File: src/rtl/audio_pkg.sv
// audio_pkg: shared sample type, clock/audio rate constants and interpolation reciprocal helper
package audio_pkg;
  typedef logic signed [15:0] sample_t;
  localparam int CLK_HZ = 100_000_000;
  localparam int AUDIO_HZ = 48_000;
  function automatic logic signed [23:0] recip(input int cps);
    return 24'((1 << 24) / cps);
  endfunction
endpackage

File: src/rtl/sample_fifo.sv
// sample_fifo: synchronous sample FIFO with registered occupancy and no push-to-pop bypass
//   clk, rst      clock, synchronous active-high reset
//   push, din     write request and data (ignored when full)
//   pop, dout     read request (ignored when empty) and head-of-queue data
//   level         registered occupancy 0..DEPTH
module sample_fifo
  import audio_pkg::*;
#(
  parameter int DEPTH = 4
) (
  input  logic                     clk,
  input  logic                     rst,
  input  logic                     push,
  input  sample_t                  din,
  input  logic                     pop,
  output sample_t                  dout,
  output logic [$clog2(DEPTH):0]   level
);
  localparam int AW = $clog2(DEPTH);
  localparam int LW = AW + 1;
  sample_t mem [DEPTH];
  logic [AW-1:0] wr_ptr, rd_ptr;
  logic push_ok, pop_ok;
  assign push_ok = push && level != LW'(DEPTH);
  assign pop_ok = pop && level != '0;
  assign dout = mem[rd_ptr];
  always_ff @(posedge clk) begin
    if (push_ok) mem[wr_ptr] <= din;
  end
  always_ff @(posedge clk) begin
    if (rst) begin
      wr_ptr <= '0;
      rd_ptr <= '0;
      level <= '0;
    end else begin
      wr_ptr <= push_ok ? wr_ptr + AW'(1) : wr_ptr;
      rd_ptr <= pop_ok ? rd_ptr + AW'(1) : rd_ptr;
      level <= level + LW'(push_ok) - LW'(pop_ok);
    end
  end
endmodule

File: src/rtl/audio_sample_interp.sv
// audio_sample_interp: paces queued audio samples at the sample rate and interpolates between them for the DAC
//   clk, rst                 clock, synchronous active-high reset
//   in_sample/in_valid/in_ready   sample push handshake into the FIFO
//   sample_out               registered interpolated (or held) sample
//   sample_tick, underrun    registered one-cycle period-start and empty-FIFO pulses
//   fifo_level               FIFO occupancy
//   INTERP_LINEAR_EN defined: linear interpolation; undefined: zero-order hold
module audio_sample_interp
  import audio_pkg::*;
#(
  parameter int CLK_PER_SAMPLE = CLK_HZ / AUDIO_HZ,
  parameter int FIFO_DEPTH = 4
) (
  input  logic                          clk,
  input  logic                          rst,
  input  sample_t                       in_sample,
  input  logic                          in_valid,
  output logic                          in_ready,
  output sample_t                       sample_out,
  output logic                          sample_tick,
  output logic                          underrun,
  output logic [$clog2(FIFO_DEPTH):0]   fifo_level
);
  localparam int PW = $clog2(CLK_PER_SAMPLE);
  localparam int LW = $clog2(FIFO_DEPTH) + 1;
  logic [PW-1:0] phase;
  logic tick, pop, empty;
  sample_t head, target, next_out;
  assign tick = phase == PW'(CLK_PER_SAMPLE - 1);
  assign empty = fifo_level == '0;
  assign pop = tick && !empty;
  assign in_ready = fifo_level != LW'(FIFO_DEPTH);
  sample_fifo #(.DEPTH(FIFO_DEPTH)) u_fifo (
    .clk   (clk),
    .rst   (rst),
    .push  (in_valid && in_ready),
    .din   (in_sample),
    .pop   (pop),
    .dout  (head),
    .level (fifo_level)
  );
  always_ff @(posedge clk) begin
    if (rst) begin
      phase <= '0;
      target <= '0;
      sample_tick <= 1'b0;
      underrun <= 1'b0;
      sample_out <= '0;
    end else begin
      phase <= tick ? '0 : phase + PW'(1);
      target <= pop ? head : target;
      sample_tick <= tick;
      underrun <= tick && empty;
      sample_out <= next_out;
    end
  end
`ifdef INTERP_LINEAR_EN
  localparam logic signed [23:0] RECIP = recip(CLK_PER_SAMPLE);
  sample_t base;
  logic signed [16:0] diff;
  logic signed [40:0] step;
  logic signed [41:0] acc;
  logic signed [17:0] sum;
  // new target is the FIFO head, new base is the outgoing target
  assign diff = $signed({head[15], head}) - $signed({target[15], target});
  // acc holds a 24-bit fraction; the integer part is bounded by |diff| so 18 bits suffice
  assign sum = $signed({{2{base[15]}}, base}) + $signed(acc[41:24]);
  assign next_out = sum > 18'sd32767 ? 16'sh7fff : sum < -18'sd32768 ? 16'sh8000 : sum[15:0];
  always_ff @(posedge clk) begin
    if (rst) begin
      base <= '0;
      step <= '0;
      acc <= '0;
    end else begin
      base <= tick ? target : base;
      step <= tick ? (pop ? 41'(diff) * 41'(RECIP) : '0) : step;
      acc <= tick ? '0 : acc + 42'(step);
    end
  end
`else
  assign next_out = target;
`endif
endmodule

File: config.mk
export PLATFORM = sky130hd
export DESIGN_NAME = audio_sample_interp
export DESIGN_NICKNAME = d
export VERILOG_FILES = /design/src/rtl/audio_pkg.sv /design/src/rtl/sample_fifo.sv /design/src/rtl/audio_sample_interp.sv
export SDC_FILE = /design/constraint.sdc
export NUM_CORES = 1
export LEC_CHECK = 0
export CAP_MARGIN = 20
export CORE_AREA = 2 2 108 110
export DETAILED_ROUTE_END_ITERATION = 10
export DIE_AREA = 0 0 110 112
export PLACE_DENSITY = 0.64
export SLEW_MARGIN = 30
export SYNTH_ARGS = -nofsm -noshare
export SYNTH_HDL_FRONTEND = slang
export SYNTH_SLANG_ARGS = --single-unit
File: constraint.sdc
create_clock -name clk -period 3.1 [get_ports clk]
set_clock_uncertainty 0.05 [all_clocks]
set_input_delay 0.62 -clock clk [delete_from_list [all_inputs] [get_ports clk]]
set_output_delay 0.62 -clock clk [all_outputs]
set_load 0.03 [all_outputs]
==> impl_metrics.py <==
metrics = {
    "synth": {
        "synth_top_area_frac": 0.4434,
        "yosysSeqAreaShare": 0.6882,
        "synth_cells": 296,
        "avgSynthCellArea_um2": 14.64,
        "syn_nets": 324,
        "synth_area_mm2": 0.004334,
        "yosys_register_bits": 117,
        "yosys-top-cells-area": "edfxtp_1 (44%), dfxtp_1 (24%), mux4_2 (8.3%)",
        "synth_top_cell_by_area": "edfxtp_1",
        "ys_types": 33,
        "yosysWarnings": 0,
    },
    "place": {
        "hpwl_mm": 4.542,
        "dpl-instance-area_mm2": 0.004895,
        "io_buffers": 40,
        "routabilityCongestion": 0.7861,
        "pre_cts_slack_ns": 0.5984,
        "place_inst": 474,
    },
    "global_route": {
        "grt_pass1_vias": 2403,
        "grt_pass1_wl_mm": 11.99,
        "grt_overflow_total": 0,
        "antenna_found_initial": 0,
        "grt_max_degree": 42,
        "grt_usage": 0.1319,
    },
    "layout": {
        "area_growth_pct": 27.37,
        "stdcell_area_mm2": 0.005520,
        "fin_nets": 378,
        "drive_above_1_share": 0.1598,
        "stdcell_count": 506,
        "fin_util": 0.4940,
        "antenna_cells": 0,
    },
    "clocking": {
        "cts_tree": "built",
        "max-clock-path-buffers": 2,
        "htreeDepth": 4,
        "post_cts.repair.setup_buffers": 0,
        "hold_buffers": 0,
        "worstSkewPairLatency_ns": 0.40,
        "cts_resized": 0,
        "clkTransAtPathRegs_ns": 0.05,
        "root_buffer": "clkbuf_16",
        "cts.sinks": 117,
        "cts_buffers": 17,
    },
    "timing": {
        "fmax_mhz": 406.0,
        "fin_crit_ns": 2.463,
        "tightest_slew_ns": 0.8978,
        "setup-tns-final_ns": 0,
        "setup_viol": 0,
        "max_slew_margin": 0.4007,
        "rsz0062_at_grt": "no",
        "final.hold.worst_slack_ns": 0.3955,
        "finalHoldViolCount": 0,
        "fin_crit_sh": 0.7945,
        "drv_slew": 0,
        "fin_ws_ns": 0.6369,
    },
    "worst_hold_path": {
        "hold_path.class": "flop to flop",
    },
    "setup_path": {
        "cp.arrival_ns": 2.68,
        "critPathKind": "flop to flop",
        "cp.required_ns": 3.32,
        "worst_setup_path_start_kind": "flop",
        "critPathMaxFanout": 5,
        "end_kind": "flop",
    },
    "drt": {
        "drtIter0Drc": 120,
        "route.met3.wl_um": 274,
        "num_vias": 2381,
        "drc": 0,
        "topRoutingLayerUsed": "met4",
        "drt-met1-wl_mm": 3.345,
        "drt_first_pass_iters": 4,
        "routed_wl_mm": 7.368,
        "ant_nets": 0,
        "wl_per_cell_um": 14.56,
        "route.met2.wl_mm": 3.631,
        "drt-vias-per-instance": 4.706,
    },
    "pwr": {
        "irDropWorstVdd_mv": 0.3044,
        "total_power_mw": 4.102,
        "p_sw_mw": 0.8580,
        "leakagePower_nw": 1.852,
        "swShare": 0.2092,
        "seqPwrFrac": 0.436,
        "internal-power_mw": 3.244,
        "pwr-share-comb": 0.073,
        "clkPwrFrac": 0.491,
        "powerDensity_mw_per_mm2": 743.0,
    },
    "job": {
        "drv_cap": 0,
    },
    "floorplan": {
        "ioPinCount": 41,
        "core_area_mm2": 0.01117,
        "die_y_um": 112,
        "dieArea_mm2": 0.01232,
        "start_util": 0.3879,
        "die_w_um": 110,
        "num_rows": 39,
    },
    "outcome": {
        "outcome": "complete, no violations",
    },
}
-- cell usage in the layout (no fill, tap or decap), drive strengths merged, types with 4 or more instances in the layout --
cell / count
a21oi: 17
mux4: 16
inv: 7
xnor2: 11
nand3: 4
nand2: 38
clkinvlp: 5
bufinv: 4
ha: 8
buf: 7
edfxtp: 64
clkdlybuf4s50: 40
and2: 4
nor3: 4
nor2: 21
dfxtp: 53
nor2b: 17
clkbuf: 20
-- power groups by stage --
stage	clock network, mW	registers [mW]	logic, mW
after floorplan	0	1.83	0.163
after detailed placement	0	1.82	0.305
after global routing	2.12	1.80	0.331
final	2.02	1.79	0.300
after CTS	2.05	1.79	0.308
after global placement	0	1.81	0.300
-- critical path, cell delays in order (launching register included) --
cell and delay (ns):
dfxtp_1 0.34, inv_1 0.07, ha_1 0.14, nor3b_2 0.31
and4_1 0.25, ha_1 0.22, inv_1 0.06, ha_1 0.12
inv_1 0.05, fa_1 0.37, xor2_1 0.16, xnor2_1 0.15
nor2_1 0.05
-- kinds of logic (layout without fill, tap and decap cells) --
kind of cell | Yosys count | count (layout) | synth area share
flip-flops | 117 | 117 | 0.6882
AND/OR/NAND/NOR | 101 | 101 | 0.1236
buffers and inverters | 19 | 86 | 0.02252
multiplexers | 17 | 17 | 0.08545
adder cells (fa/ha/maj) | 9 | 9 | 0.02771
AO/OA/AOI/OAI | 19 | 19 | 0.02425
XOR/XNOR | 14 | 14 | 0.02829
-- cell type report --
cell class              count  area [um2]
well taps                 143       178.9
fillers                   954        5654
repair buffers             47       452.9
multi-input cells         160        1254
clock inverters            12       178.9
flip-flops and latches    117        2983
clock buffers              20       446.7
inverters                   7       26.28
-- layer usage --
metal | up-vias | global-route usage
li1 | 1165 | -
met1 | 1161 | 0.1669
met2 | 45 | 0.2057
met3 | 10 | 0.03747
met4 | 0 | 0.06582
met5 | - | 0
-- registers in the layout, indices dropped and copies added, names as in the netlist, 2 cells and up --
signal	cells
phase	12
u_fifo.rd_ptr	2
u_fifo.mem	64
u_fifo.wr_ptr	2
next_out	16
u_fifo.level	3
sample_out	16
-- cells in the mapped netlist (all sizes together) --
| master | number |
|---|---|
| fa | 1 |
| nand2 | 38 |
| dfxtp | 53 |
| or3 | 2 |
| a21boi | 1 |
| a21oi | 17 |
| nand2b | 1 |
| nor2b | 17 |
| inv | 7 |
| clkbuf | 7 |
| ha | 8 |
| nor3b | 1 |
| nor3 | 4 |
| nand3 | 4 |
| nor4b | 2 |
| buf | 5 |
| mux4 | 16 |
| nor4 | 2 |
| and2 | 4 |
| nand4 | 3 |
| mux2i | 1 |
| edfxtp | 64 |
| xor2 | 3 |
| o21ai | 1 |
| xnor2 | 11 |
| and4 | 2 |
| nor2 | 21 |
-- worst paths after layout --
path / from / endpoint / slack [ns] / cells past startpoint
setup / recovery: phase[0]$_SDFF_PP0_ / u_fifo.level[2]$_SDFF_PP0_ / 0.64 / 12
hold / removal: next_out[2]$_SDFFE_PP0P_ / next_out[2]$_SDFFE_PP0P_ / 0.40 / 2
setup reg to reg: phase[0]$_SDFF_PP0_ / u_fifo.level[2]$_SDFF_PP0_ / 0.64 / 12
hold reg to reg: next_out[2]$_SDFFE_PP0P_ / next_out[2]$_SDFFE_PP0P_ / 0.40 / 2
Note: power is estimated with default switching activity, not from simulation.
